`src/rtl/mem_arbiter_pkg.sv`:
```
// Shared types for the two-port to one-port memory arbiter.
package lc3b_types;

  localparam int unsigned WordWidth = 16;
  localparam int unsigned MaskWidth = WordWidth / 8;

  typedef logic [WordWidth-1:0] lc3b_word;
  typedef logic [MaskWidth-1:0] lc3b_mem_wmask;

  // Arbiter FSM states, exported so benches can name them.
  typedef enum logic [1:0] {
    StIdle,
    StServeA,
    StServeB
  } arb_state_t;

  // Which requester won the most recent grant.
  typedef enum logic {
    GrantA,
    GrantB
  } grant_t;

endpackage

```
`src/rtl/mem_arbiter_if.sv`:
```
// One memory request/response port. The requester side uses the master
// modport, the responder side uses the slave modport.
interface mem_arbiter_if #(
  parameter int unsigned AddrWidth = 16,
  parameter int unsigned DataWidth = 16
) ();

  localparam int unsigned MaskWidth = DataWidth / 8;

  logic                 read;
  logic                 write;
  logic [MaskWidth-1:0] wmask;
  logic [AddrWidth-1:0] address;
  logic [DataWidth-1:0] wdata;
  logic                 resp;
  logic [DataWidth-1:0] rdata;

  modport master (
    output read,
    output write,
    output wmask,
    output address,
    output wdata,
    input  resp,
    input  rdata
  );

  modport slave (
    input  read,
    input  write,
    input  wmask,
    input  address,
    input  wdata,
    output resp,
    output rdata
  );

endinterface

```
`src/rtl/mem_arbiter.sv`:
```
// Arbitrates the instruction (A) and data (B) ports onto one memory port.
// A granted request is latched and replayed downstream until pmem resp; the
// response is steered back to the owner. Contention alternates round-robin.
module mem_arbiter
  import lc3b_types::*;
#(
  parameter int unsigned AddrWidth = 16,
  parameter int unsigned DataWidth = 16
) (
  input logic            clk,
  input logic            reset,
  mem_arbiter_if.slave   port_a_io,
  mem_arbiter_if.slave   port_b_io,
  mem_arbiter_if.master  pmem_io
);

  localparam int unsigned MaskWidth = DataWidth / 8;

  arb_state_t           state_q, state_d;
  grant_t               last_grant_q, last_grant_d;
  logic                 read_q, read_d;
  logic                 write_q, write_d;
  logic [AddrWidth-1:0] addr_q, addr_d;
  logic [DataWidth-1:0] wdata_q, wdata_d;
  logic [MaskWidth-1:0] wmask_q, wmask_d;

  logic pend_a, pend_b;
  logic grant_a, grant_b;

  assign pend_a  = port_a_io.read | port_a_io.write;
  assign pend_b  = port_b_io.read | port_b_io.write;
  // Under contention the port that did not win last time goes next.
  assign grant_a = pend_a & (~pend_b | (last_grant_q == GrantB));
  assign grant_b = pend_b & ~grant_a;

  // Next-state: grant from IDLE, hold the latched transaction until pmem resp.
  always_comb begin
    state_d      = state_q;
    last_grant_d = last_grant_q;
    read_d       = read_q;
    write_d      = write_q;
    addr_d       = addr_q;
    wdata_d      = wdata_q;
    wmask_d      = wmask_q;
    unique case (state_q)
      StIdle: begin
        if (grant_a) begin
          state_d      = StServeA;
          last_grant_d = GrantA;
          // Simultaneous read and write is treated as a write.
          write_d      = port_a_io.write;
          read_d       = port_a_io.read & ~port_a_io.write;
          addr_d       = port_a_io.address;
          wdata_d      = port_a_io.wdata;
          wmask_d      = port_a_io.wmask;
        end else if (grant_b) begin
          state_d      = StServeB;
          last_grant_d = GrantB;
          write_d      = port_b_io.write;
          read_d       = port_b_io.read & ~port_b_io.write;
          addr_d       = port_b_io.address;
          wdata_d      = port_b_io.wdata;
          wmask_d      = port_b_io.wmask;
        end
      end
      StServeA, StServeB: begin
        // Always return to IDLE after a response; no direct handoff.
        if (pmem_io.resp) begin
          state_d = StIdle;
          read_d  = 1'b0;
          write_d = 1'b0;
        end
      end
      default: begin
        state_d = StIdle;
        read_d  = 1'b0;
        write_d = 1'b0;
      end
    endcase
  end

  // State and transaction registers with synchronous reset.
  always_ff @(posedge clk) begin
    if (reset) begin
      state_q      <= StIdle;
      last_grant_q <= GrantB;
      read_q       <= 1'b0;
      write_q      <= 1'b0;
      addr_q       <= '0;
      wdata_q      <= '0;
      wmask_q      <= '0;
    end else begin
      state_q      <= state_d;
      last_grant_q <= last_grant_d;
      read_q       <= read_d;
      write_q      <= write_d;
      addr_q       <= addr_d;
      wdata_q      <= wdata_d;
      wmask_q      <= wmask_d;
    end
  end

  // Downstream port is driven only from the latched copy.
  assign pmem_io.read    = read_q;
  assign pmem_io.write   = write_q;
  assign pmem_io.address = addr_q;
  assign pmem_io.wdata   = wdata_q;
  assign pmem_io.wmask   = wmask_q;

  // Responses are steered by state; a stray resp in IDLE reaches nobody.
  assign port_a_io.resp  = pmem_io.resp & (state_q == StServeA);
  assign port_b_io.resp  = pmem_io.resp & (state_q == StServeB);
  assign port_a_io.rdata = pmem_io.rdata;
  assign port_b_io.rdata = pmem_io.rdata;

endmodule

```
`src/flat_wrapper.sv`:
```
// flat-port wrapper written by rule: the top's interface ports become plain ports
module mem_arbiter_flat import lc3b_types::*;
#(
  parameter int unsigned AddrWidth = 16,
  parameter int unsigned DataWidth = 16
)
  (clk, reset, port_a_io_read, port_a_io_write, port_a_io_wmask, port_a_io_address, port_a_io_wdata, port_a_io_resp, port_a_io_rdata, port_b_io_read, port_b_io_write, port_b_io_wmask, port_b_io_address, port_b_io_wdata, port_b_io_resp, port_b_io_rdata, pmem_io_read, pmem_io_write, pmem_io_wmask, pmem_io_address, pmem_io_wdata, pmem_io_resp, pmem_io_rdata);
  mem_arbiter_if #(.AddrWidth(AddrWidth), .DataWidth(DataWidth)) port_a_io_i ();
  mem_arbiter_if #(.AddrWidth(AddrWidth), .DataWidth(DataWidth)) port_b_io_i ();
  mem_arbiter_if #(.AddrWidth(AddrWidth), .DataWidth(DataWidth)) pmem_io_i ();
  input logic clk;
  input logic reset;
  input wire logic [$bits(port_a_io_i.read)-1:0] port_a_io_read;
  input wire logic [$bits(port_a_io_i.write)-1:0] port_a_io_write;
  input wire logic [$bits(port_a_io_i.wmask)-1:0] port_a_io_wmask;
  input wire logic [$bits(port_a_io_i.address)-1:0] port_a_io_address;
  input wire logic [$bits(port_a_io_i.wdata)-1:0] port_a_io_wdata;
  output wire logic [$bits(port_a_io_i.resp)-1:0] port_a_io_resp;
  output wire logic [$bits(port_a_io_i.rdata)-1:0] port_a_io_rdata;
  input wire logic [$bits(port_b_io_i.read)-1:0] port_b_io_read;
  input wire logic [$bits(port_b_io_i.write)-1:0] port_b_io_write;
  input wire logic [$bits(port_b_io_i.wmask)-1:0] port_b_io_wmask;
  input wire logic [$bits(port_b_io_i.address)-1:0] port_b_io_address;
  input wire logic [$bits(port_b_io_i.wdata)-1:0] port_b_io_wdata;
  output wire logic [$bits(port_b_io_i.resp)-1:0] port_b_io_resp;
  output wire logic [$bits(port_b_io_i.rdata)-1:0] port_b_io_rdata;
  output wire logic [$bits(pmem_io_i.read)-1:0] pmem_io_read;
  output wire logic [$bits(pmem_io_i.write)-1:0] pmem_io_write;
  output wire logic [$bits(pmem_io_i.wmask)-1:0] pmem_io_wmask;
  output wire logic [$bits(pmem_io_i.address)-1:0] pmem_io_address;
  output wire logic [$bits(pmem_io_i.wdata)-1:0] pmem_io_wdata;
  input wire logic [$bits(pmem_io_i.resp)-1:0] pmem_io_resp;
  input wire logic [$bits(pmem_io_i.rdata)-1:0] pmem_io_rdata;
  assign port_a_io_i.read = port_a_io_read;
  assign port_a_io_i.write = port_a_io_write;
  assign port_a_io_i.wmask = port_a_io_wmask;
  assign port_a_io_i.address = port_a_io_address;
  assign port_a_io_i.wdata = port_a_io_wdata;
  assign port_a_io_resp = port_a_io_i.resp;
  assign port_a_io_rdata = port_a_io_i.rdata;
  assign port_b_io_i.read = port_b_io_read;
  assign port_b_io_i.write = port_b_io_write;
  assign port_b_io_i.wmask = port_b_io_wmask;
  assign port_b_io_i.address = port_b_io_address;
  assign port_b_io_i.wdata = port_b_io_wdata;
  assign port_b_io_resp = port_b_io_i.resp;
  assign port_b_io_rdata = port_b_io_i.rdata;
  assign pmem_io_read = pmem_io_i.read;
  assign pmem_io_write = pmem_io_i.write;
  assign pmem_io_wmask = pmem_io_i.wmask;
  assign pmem_io_address = pmem_io_i.address;
  assign pmem_io_wdata = pmem_io_i.wdata;
  assign pmem_io_i.resp = pmem_io_resp;
  assign pmem_io_i.rdata = pmem_io_rdata;
  mem_arbiter #(.AddrWidth(AddrWidth), .DataWidth(DataWidth)) u_core (.clk(clk), .reset(reset), .port_a_io(port_a_io_i), .port_b_io(port_b_io_i), .pmem_io(pmem_io_i));
endmodule
```
`config.mk`:
```
export PLATFORM = sky130hd
export DESIGN_NAME = mem_arbiter_flat
export DESIGN_NICKNAME = d
export VERILOG_FILES = /design/src/rtl/mem_arbiter_pkg.sv /design/src/rtl/mem_arbiter_if.sv /design/src/rtl/mem_arbiter.sv /design/src/flat_wrapper.sv
export SDC_FILE = /design/constraint.sdc
export NUM_CORES = 1
export LEC_CHECK = 0
export ABC_AREA = 1
export CORE_ASPECT_RATIO = 1.5
export CORE_UTILIZATION = 30
export DETAILED_ROUTE_END_ITERATION = 8
export GPL_ROUTABILITY_DRIVEN = 0
export GPL_TIMING_DRIVEN = 0
export PLACE_DENSITY = 0.69
export SKIP_CTS_REPAIR_TIMING = 1
export SYNTH_ARGS = -nofsm -noshare
export SYNTH_HDL_FRONTEND = slang
export SYNTH_SLANG_ARGS = --single-unit
```
`constraint.sdc`:
```
create_clock -name clk -period 1.29 [get_ports clk]
set_clock_uncertainty 0.05 [all_clocks]
set_input_delay 0.387 -clock clk [delete_from_list [all_inputs] [get_ports clk]]
set_output_delay 0.387 -clock clk [all_outputs]
set_load 0.005 [all_outputs]
```
### Word-level counts from Yosys, hierarchy flattened

Cells that the tools add are included.

| operators by class | value |
|---|---|
| eq/ne operators | 4 |
| muxes and demuxes | 19 |
| bitwise logic cells | 13 |
| reduce and logical (&&, ||, !) cells | 5 |

Operator list:

| cell | count |
|---|---|
| 16-bit 2-to-1 mux | 4 |
| 2-bit 2-to-1 mux | 5 |
| 1-bit 2-to-1 mux | 7 |
| 1-bit bitwise AND | 6 |
| 1-bit inverter | 4 |
| 1-bit one-hot mux with 2 select lines | 2 |
| 2-bit one-hot mux with 2 select lines | 1 |
| 2-bit AND reduction | 2 |
| 3-bit by 1-bit inequality test with 1-bit output, second input constant | 1 |
| 1-bit OR | 3 |
| 2-bit by 1-bit == test with 1-bit output, second input constant | 1 |
| 2-bit == test, second input constant | 1 |
| 2-bit logical NOT | 1 |
| 2-bit inequality test, second input constant | 1 |
| 2-bit nonzero test | 1 |
| 2-bit OR reduction | 1 |

| storage, ports and cells | value |
|---|---|
| register bits | 39 |
| output and inout port bits | 70 |
| logic and storage cells | 48 |

### Longest topological paths before layout

Gate-level depths: netlist of run 1.

| depth | value |
|---|---|
| depth after elaboration | 9 |
| gate-level depth with buffers | 9 |
| depth with buffers taken out | 9 |

### Worst setup path after synthesis of run 1

OpenSTA, ideal clock, no wires.

| timing path | value |
|---|---|
| path type | input to register |
| start | in port_a_io_write |
| end | reg u_core.last_grant_q |
| arrival time | 1193 ps |
| setup slack | -76 ps |
| cell stages on the path | 7 |
| buffers on the path | 1 |
| path through | nor2_1 -> nand2_1 -> nand2_2 -> inv_2 -> buf_2 -> a21oi_1 -> o21ai_0 |

| between the ends | value |
|---|---|
| cells in the longest elaborated chain, start to end | 6 |
| elaborated cells between the ends (all ways) | 7 |

RTL lines:

| what | line | RTL |
|---|---|---|
| start, declared | flat_wrapper.sv:14 | `input wire logic [$bits(port_a_io_i.write)-1:0] port_a_io_write;` |
| 1-bit OR (*) | mem_arbiter.sv:30 | `assign pend_a = port_a_io.read \| port_a_io.write;` |
| 1-bit bitwise AND (*) | mem_arbiter.sv:33 | `assign grant_a = pend_a & (~pend_b \| (last_grant_q == GrantB));` |
| 1-bit inverter | mem_arbiter.sv:34 | `assign grant_b = pend_b & ~grant_a;` |
| 1-bit bitwise AND | mem_arbiter.sv:34 |  |
| 2-bit nonzero test (no source line) | -- |  |
| 2-bit AND reduction (no source line) | -- |  |
| end signal, assigned | mem_arbiter.sv:86 | `last_grant_q <= GrantB;` |
| end signal, assigned | mem_arbiter.sv:94 | `last_grant_q <= last_grant_d;` |
| end, declared | mem_arbiter.sv:20 | `grant_t last_grant_q, last_grant_d;` |

Mark *: on every way between the ends. The rest lies on a longest branch, timed or not.
A chain may end at the register's enable or synchronous reset.

### Worst setup path after layout of run 1

| timing path | value |
|---|---|
| start | reg u_core.state_q[1] |
| end | out port_a_io_resp |

| between the ends | value |
|---|---|
| cells in the longest elaborated chain, start to end | 2 |

RTL lines:

| what | line | RTL |
|---|---|---|
| start, declared | mem_arbiter.sv:19 | `arb_state_t state_q, state_d;` |
| start signal, assigned | mem_arbiter.sv:85 | `state_q <= StIdle;` |
| start signal, assigned | mem_arbiter.sv:93 | `state_q <= state_d;` |
| 2-bit by 1-bit == test with 1-bit output | mem_arbiter.sv:111 | `assign port_a_io.resp = pmem_io.resp & (state_q == StServeA);` |
| 1-bit bitwise AND | mem_arbiter.sv:111 |  |
| end, declared | flat_wrapper.sv:18 | `output wire logic [$bits(port_a_io_i.resp)-1:0] port_a_io_resp;` |

Every way passes these cells.

==> implementation parameters, run 1 <==
Parameter                              Value

Worst setup path
  Endpoint of the most critical register-to-register path ... u_core.pmem_io.address[8]$_SDFFE_PP0P_
  Critical path required time ... 0.85 ns
  Critical path capture point type ... output port
  Start-to-end type of the worst setup path ... reg -> out
  Reg-to-reg slack, setup ... -0.03 ns
  Critical R2R Launch ... u_core.state_q[1]$_SDFFE_PP0P_
  Worst Path Arrival ... 1.05 ns
  Type of origin of the critical path ... register
  Largest fanout on the critical path ... 3
  Depth of the most critical reg-to-reg path ... 7

Synthesis
  Sequential-to-total area share from yosys stat ... 33.46%
  Count of mapped cells out of synthesis ... 343
  Area leader, netlist ... sky130_fd_sc_hd__dfxtp_1
  Adder-cell share of the synthesized area ... 1.609%
  Combinational family with the most area after synthesis ... simple AND/OR/NAND/NOR gates
  Area share of the largest cell type after synthesis ... 33.46%
  Xor/xnor share of the synthesized area ... 0%
  Share of synthesized cell area in and, or, nand and nor gates ... 33.46%
  Number of storage elements in the synthesis netlist ... 39
  Area fraction in compound gates after synthesis ... 9.276%
  Synth unique cells ... 17
  Warning count from the yosys run ... 0
  Post-synthesis instance area ... 0.002333 mm^2
  Post-synth net total ... 437
  Post-synthesis area per instance ... 6.803 um^2
  Synth area leaders ... sky130_fd_sc_hd__dfxtp_1, sky130_fd_sc_hd__nand2_1, sky130_fd_sc_hd__nand3b_1
  Fraction of synthesized area in multiplexers ... 0%

Clock tree
  Root buffer cell ... sky130_fd_sc_hd__clkbuf_16
  Clock H-tree levels ... 2
  Number of buffers inserted during clock tree synthesis ... 5
  Clock tree from TritonCTS ... yes
  Clock slew at reported path FFs ... 0.06 ns
  Number of clock sinks seen by CTS ... 39
  Maximum buffer depth of the clock tree ... 2
  Clock network latency to the later pin of the worst-skew pair ... 0.27 ns

STA
  Highest Clock Rate ... 670.4 MHz
  Total negative slack ... -0.6553 ns
  Final hold vios ... 0
  Crit path time final ... 1.492 ns
  Slew at the pin closest to its max-slew limit ... 0.7321 ns
  Fin crit share ... 115.6%
  Max-slew violation count ... 0
  Setup repair after global routing missed its margin ... true
  Final worst setup slack ... -0.2016 ns
  Worst-case hold slack ... 0.4074 ns
  Slew margin rel. ... 51.19%
  Setup violations, final ... 20

Pwr
  Power density over the cells ... 1208 mW/mm^2
  Overall Power ... 5.964 mW
  Maximum resistive drop on vdd ... 0.5631 mV
  Static Leak ... 2.936 nW

Floorplan
  Initial standard-cell utilization of the core ... 30.85%
  Std-Cell Rows ... 39
  Floorplan die width ... 74.01 um
  I/O pin count ... 161
  Total die area ... 0.008142 mm^2
  Core region area ... 0.007564 mm^2
  Height of the chip ... 110.0 um

Global route
  Global-route wire length before repair ... 11,340 um
  Vias in the first global route ... 2,542
  Overflow left after global routing ... 0
  Met3 Usage GRT ... 3.909%
  Total global-route track usage ... 18.16%
  Maximum number of pins on one net before global-route repair ... 12
  GRT Max-Usage Layer ... met2
  Met2 track utilization from global routing ... 34.09%
  Met1 layer usage reported by global route ... 19.55%
  Number of antenna violations at the first check in global routing ... 0

Route
  Pre-antenna DRT Iters ... 4
  Initial DRC Count ... 113
  Via count normalized by instance count ... 4.651
  DRC violation count after routing ... 0
  Final Routed Wirelength ... 8874 um
  Average wire per standard cell ... 14.45 um
  Antenna-violating nets left ... 0
  Total vias in the final route ... 2,856

Job
  Max-cap violations ... 0

Placement
  Placed Cells incl. Taps ... 588
  Number of I/O port buffers ... 143
  Detail Placement HPWL ... 5694 um

Finish
  Final design utilization ... 65.26%
  Layout overhead on the synthesized area ... 111.5%
  Layout net count ... 606
  Antenna fix cells ... 0
  Fraction of layout cells with a size suffix above 1 ... 33.20%
  Layout Cells excl Fill ... 614

Min path
  Worst hold path depth ... 2
  Hold worst-path end ... u_core.pmem_io.wdata[10]$_SDFFE_PP0P_
  Type of the tightest min-delay check ... reg -> reg
  Hold_sp ... u_core.pmem_io.wdata[10]$_SDFFE_PP0P_

Status
  Outcome ... finished, violations left
  Violations in the final reports ... setup timing
[routing by layer]
layer,part of all wire [%],vias up
met3,6.3,10
li1,-,1391
met2,55,123
met4,1.8,0
met1,37,1332
met5,0,-
[flip-flops by register name, indices dropped and copies added, names as in the netlist]
signal and count:
u_core.pmem_io.write 1, u_core.pmem_io.wmask 2, u_core.pmem_io.address 16, u_core.last_grant_q 1, u_core.pmem_io.read 1, u_core.pmem_io.wdata 16
u_core.state_q 2
[synth_stat cells]
library cell	count
sky130_fd_sc_hd__inv_2	2
sky130_fd_sc_hd__nand3b_1	34
sky130_fd_sc_hd__a21oi_1	39
sky130_fd_sc_hd__buf_1	1
sky130_fd_sc_hd__buf_6	2
sky130_fd_sc_hd__buf_2	6
sky130_fd_sc_hd__nand3_1	37
sky130_fd_sc_hd__nand2_1	85
sky130_fd_sc_hd__nor2_1	4
sky130_fd_sc_hd__clkbuf_1	10
sky130_fd_sc_hd__nand2_2	1
sky130_fd_sc_hd__o21ai_4	1
sky130_fd_sc_hd__o21ai_0	1
sky130_fd_sc_hd__dfxtp_1	39
sky130_fd_sc_hd__inv_1	45
sky130_fd_sc_hd__buf_4	33
sky130_fd_sc_hd__ha_1	3
[through the flow]
stage	setup WS, ns	area, um^2
floorplan	-0.01004	2355
global placement	-0.8705	3914
detailed placement	-0.9272	3914
CTS	-0.6430	4058
global route	-0.2419	4936
finish	-0.2016	4936
[cells by family (layout without fill, tap and decap cells)]
family,Yosys count,in the layout
and+or+nand+nor,161,162
buffers and inverters,99,267
AOI/OAI and AO/OA,41,41
DFF,39,39
adders and majority gates,3,3
[final cells by class]
cell class	count	area, um^2
Tap cell	102	127.6
Clock inverter	1	5.005
Multi-Input combinational cell	206	1403
Sequential cell	39	792.0
Inverter	47	196.4
Timing Repair Buffer	159	1831
Fill cell	659	2628
Clock buffer	6	138.9
Buffer	52	426.7
Timing Repair inverter	2	16.27
[worst max-delay path, stage by stage, from the launching register on]
cell,delay [ns]
sky130_fd_sc_hd__dfxtp_4,0.39
sky130_fd_sc_hd__inv_4,0.05
sky130_fd_sc_hd__ha_4,0.15
sky130_fd_sc_hd__nand2_2,0.06
sky130_fd_sc_hd__inv_2,0.03
sky130_fd_sc_hd__clkbuf_2,0.10
[cells in the final DEF (no fill, tap or decap), types with 3 or more instances in the layout]
cell type	Yosys	final
sky130_fd_sc_hd__a21oi_1	39	21
sky130_fd_sc_hd__a21oi_2	0	18
sky130_fd_sc_hd__buf_4	33	40
sky130_fd_sc_hd__buf_6	2	7
sky130_fd_sc_hd__buf_8	0	6
sky130_fd_sc_hd__clkbuf_1	10	3
sky130_fd_sc_hd__clkbuf_16	0	11
sky130_fd_sc_hd__clkbuf_2	0	7
sky130_fd_sc_hd__clkbuf_4	0	3
sky130_fd_sc_hd__clkdlybuf4s50_1	0	68
sky130_fd_sc_hd__dfxtp_1	39	34
sky130_fd_sc_hd__dfxtp_2	0	3
sky130_fd_sc_hd__dlymetal6s2s_1	0	69
sky130_fd_sc_hd__ha_4	0	3
sky130_fd_sc_hd__inv_1	45	39
sky130_fd_sc_hd__inv_2	2	4
sky130_fd_sc_hd__inv_4	0	3
sky130_fd_sc_hd__nand2_1	85	68
sky130_fd_sc_hd__nand2_2	1	14
sky130_fd_sc_hd__nand2_4	0	4
sky130_fd_sc_hd__nand3_1	37	5
sky130_fd_sc_hd__nand3_2	0	32
sky130_fd_sc_hd__nand3b_1	34	34
[how the worst max path moves through the flow]
stage | cells after the start | endpoint | slack, ns | start
after floorplan | 5 | u_core.pmem_io.wdata[8]$_SDFFE_PP0P_ | -0.01 | port_b_io_read
after global placement | 6 | u_core.pmem_io.wdata[7]$_SDFFE_PP0P_ | -0.87 | port_b_io_read
after detailed placement | 6 | u_core.pmem_io.wdata[7]$_SDFFE_PP0P_ | -0.93 | port_b_io_read
after CTS | 4 | port_a_io_resp | -0.64 | pmem_io_resp
after global routing | 5 | port_a_io_resp | -0.24 | u_core.state_q[1]$_SDFFE_PP0P_
final | 5 | port_a_io_resp | -0.20 | u_core.state_q[1]$_SDFFE_PP0P_
[report_power, final]
part	switching, mW	internal, mW
combinational	1.39	1.72
sequential	0.148	1.47
clock	0.476	0.755
Note: power is estimated with default switching activity, not from simulation.
==> run 2, diff against run 1 <==
Settings changed: GPL_ROUTABILITY_DRIVEN 0 to 1, TNS_END_PERCENT set to 20.
==> run 2 against run 1 <==
Net effect: the run still ends with setup timing left; clock-buffer cell count stayed put; via count shrank 1.6%; sequential share of layout area is 0.95 points higher; clock power hardly changed; worst hold slack hardly changed; sequential cell count unchanged; non-clock buffer count shrank 1; sequential power about the same.
==> implementation parameters, run 2 (same netlist as run 1, synthesis figures left out) <==
Parameter                              Value

Status
  Outcome ... finished, violations left (unchanged)
  Violations in the final reports ... setup timing (unchanged)

Clock tree
  Maximum buffer depth of the clock tree ... 2 (unchanged)
  Clock network latency to the later pin of the worst-skew pair ... 0.28 ns (was 0.27 ns)
  Number of buffers inserted during clock tree synthesis ... 5 (unchanged)
  Clock H-tree levels ... 2 (unchanged)
  Clock slew at reported path FFs ... 0.06 ns (about the same)
  Clock tree from TritonCTS ... yes (unchanged)
  Number of clock sinks seen by CTS ... 39 (unchanged)
  Root buffer cell ... sky130_fd_sc_hd__clkbuf_16 (unchanged)

Floorplan
  Initial standard-cell utilization of the core ... 30.85% (unchanged)
  Height of the chip ... 110.0 um (unchanged)
  Total die area ... 0.008142 mm^2 (unchanged)
  I/O pin count ... 161 (unchanged)
  Floorplan die width ... 74.01 um (unchanged)
  Std-Cell Rows ... 39 (unchanged)
  Core region area ... 0.007564 mm^2 (unchanged)

Placement
  Routability congestion estimate from global placement ... 0.7640
  Placed cell areas ... 0.003914 mm^2 (unchanged)
  Number of I/O port buffers ... 143 (unchanged)
  Detail Placement HPWL ... 5694 um (unchanged)
  Setup Slack @ Placement ... -0.9272 ns (unchanged)

Global route
  Maximum number of pins on one net before global-route repair ... 12 (unchanged)
  Vias in the first global route ... 2,542 (unchanged)
  Met1 layer usage reported by global route ... 19.55% (unchanged)
  Total global-route track usage ... 18.16% (unchanged)
  Met3 Usage GRT ... 3.909% (unchanged)
  Global-route wire length before repair ... 11,340 um (unchanged)
  GRT Max-Usage Layer ... met2 (unchanged)
  Met2 track utilization from global routing ... 34.09% (unchanged)
  Overflow left after global routing ... 0 (unchanged)
  Number of antenna violations at the first check in global routing ... 0 (unchanged)

STA
  Crit path time final ... 1.493 ns (was 1.492 ns)
  Total negative slack ... -0.7157 ns (was -0.6553 ns)
  Setup repair after global routing missed its margin ... true (unchanged)
  Slew at the pin closest to its max-slew limit ... 0.6194 ns (was 0.7321 ns)
  Fin crit share ... 115.7% (was 115.6%)
  Setup violations, final ... 23 (was 20)
  Slew margin rel. ... 58.71% (was 51.19%)
  Max-slew violation count ... 0 (unchanged)
  Final hold vios ... 0 (unchanged)
  Final worst setup slack ... -0.2025 ns (was -0.2016 ns)
  Highest Clock Rate ... 670.0 MHz (was 670.4 MHz)

Job
  Max-cap violations ... 0 (unchanged)

Route
  Total vias in the final route ... 2,809 (was 2,856)
  Initial DRC Count ... 100 (was 113)
  Via count normalized by instance count ... 4.582 (was 4.651)
  DRC violation count after routing ... 0 (unchanged)
  Pre-antenna DRT Iters ... 4 (unchanged)
  Antenna-violating nets left ... 0 (unchanged)
  Final Routed Wirelength ... 8622 um (was 8874 um)
  Average wire per standard cell ... 14.07 um (was 14.45 um)

Finish
  Fraction of layout cells with a size suffix above 1 ... 34.64% (was 33.20%)
  Post-route cell area ... 0.004659 mm^2 (was 0.004936 mm^2)
  Antenna fix cells ... 0 (unchanged)
  Top library cells by usage in the layout, fill and taps aside ... sky130_fd_sc_hd__buf_4, sky130_fd_sc_hd__nand2_1, sky130_fd_sc_hd__clkdlybuf4s50_1 (was sky130_fd_sc_hd__dlymetal6s2s_1, sky130_fd_sc_hd__nand2_1, sky130_fd_sc_hd__clkdlybuf4s50_1)
  Layout overhead on the synthesized area ... 99.68% (was 111.5%)
  Final design utilization ... 61.60% (was 65.26%)
  Most frequent standard cell in the layout excluding fill and tap cells ... sky130_fd_sc_hd__buf_4 (was sky130_fd_sc_hd__dlymetal6s2s_1)
  Layout net count ... 605 (was 606)

Worst setup path
  Critical R2R Launch ... u_core.state_q[1]$_SDFFE_PP0P_ (unchanged)
  Largest fanout on the critical path ... 3 (unchanged)
  Origin of the worst setup path ... u_core.state_q[1]$_SDFFE_PP0P_ (unchanged)
  Worst Path Arrival ... 1.06 ns (was 1.05 ns)
  Type of origin of the critical path ... register (unchanged)
  Critical path capture point type ... output port (unchanged)
  Critical path required time ... 0.85 ns (about the same)
  Start-to-end type of the worst setup path ... reg -> out (unchanged)

Pwr
  Maximum resistive drop on vdd ... 0.5904 mV (was 0.5631 mV)
  Power density over the cells ... 1247 mW/mm^2 (was 1208 mW/mm^2)
  Static Leak ... 2.637 nW (was 2.936 nW)

Min path
  Type of the tightest min-delay check ... reg -> reg (unchanged)
  Hold_sp ... u_core.pmem_io.address[11]$_SDFFE_PP0P_ (was u_core.pmem_io.wdata[10]$_SDFFE_PP0P_)
-- run 2: changes by cell type in the layout (fill, tap and decap cells not counted), moves of 3 or more --
cell,change
sky130_fd_sc_hd__buf_4,+34
sky130_fd_sc_hd__nand3_2,-10
sky130_fd_sc_hd__nand3_1,+10
sky130_fd_sc_hd__dlymetal6s2s_1,-32
sky130_fd_sc_hd__buf_6,-3
sky130_fd_sc_hd__a21oi_2,-7
sky130_fd_sc_hd__a21oi_1,+7
-- run 2: metal layers --
| layer | up-vias | part of all wire [%] |
|---|---|---|
| met5 | - | 0 |
| met4 | 0 | 1.8 |
| met3 | 12 | 6.7 |
| met2 | 110 | 55 |
| met1 | 1299 | 37 |
| li1 | 1388 | - |
-- run 2: path summary, 6_finish.rpt --
kind                                                  end  slack (ns)  depth (start not counted)
setup / recovery                           port_a_io_resp       -0.20                          5
hold / removal    u_core.pmem_io.address[11]$_SDFFE_PP0P_        0.41                          2
setup reg to reg        u_core.pmem_io.write$_SDFFE_PP0P_       -0.04                          8
hold reg to reg   u_core.pmem_io.address[11]$_SDFFE_PP0P_        0.41                          2
-- run 2: worst max-delay path: stages (launching register included) --
cell and delay, ns:
sky130_fd_sc_hd__dfxtp_4 0.39, sky130_fd_sc_hd__inv_4 0.05, sky130_fd_sc_hd__ha_4 0.15, sky130_fd_sc_hd__nand2_2 0.06
sky130_fd_sc_hd__inv_2 0.03, sky130_fd_sc_hd__clkbuf_2 0.10
-- run 2: through the flow --
step | hold WS (ns) | power (mW) | instances
final | 0.4074 | 5.811 | 613
after global routing | 0.4294 | 6.161 | 613
after CTS | 0.4149 | 5.009 | 595
after detailed placement | 0.4058 | 3.777 | 588
after global placement | 0.4024 | 3.737 | 588
after floorplan | 0.4109 | 2.678 | 343
-- run 2: final cells by class --
| class | instances | area (um^2) |
|---|---|---|
| buffer | 52 | 429.2 |
| fill | 722 | 2904 |
| inverter | 47 | 196.4 |
| multi-input combinational | 206 | 1306 |
| clock buffer | 6 | 138.9 |
| tap | 102 | 127.6 |
| timing repair inverter | 2 | 16.27 |
| clock inverter | 1 | 5.005 |
| timing repair buffer | 158 | 1648 |
| sequential | 39 | 792.0 |
-- run 2: where the power goes --
part           total [mW]  internal, mW  leakage (nW)  switching [mW]
Clock                1.24         0.755        0.0727           0.485
Sequential           1.62          1.47         0.325           0.149
Combinational        2.95          1.64          2.24            1.31
Total                5.81          3.87          2.64            1.94
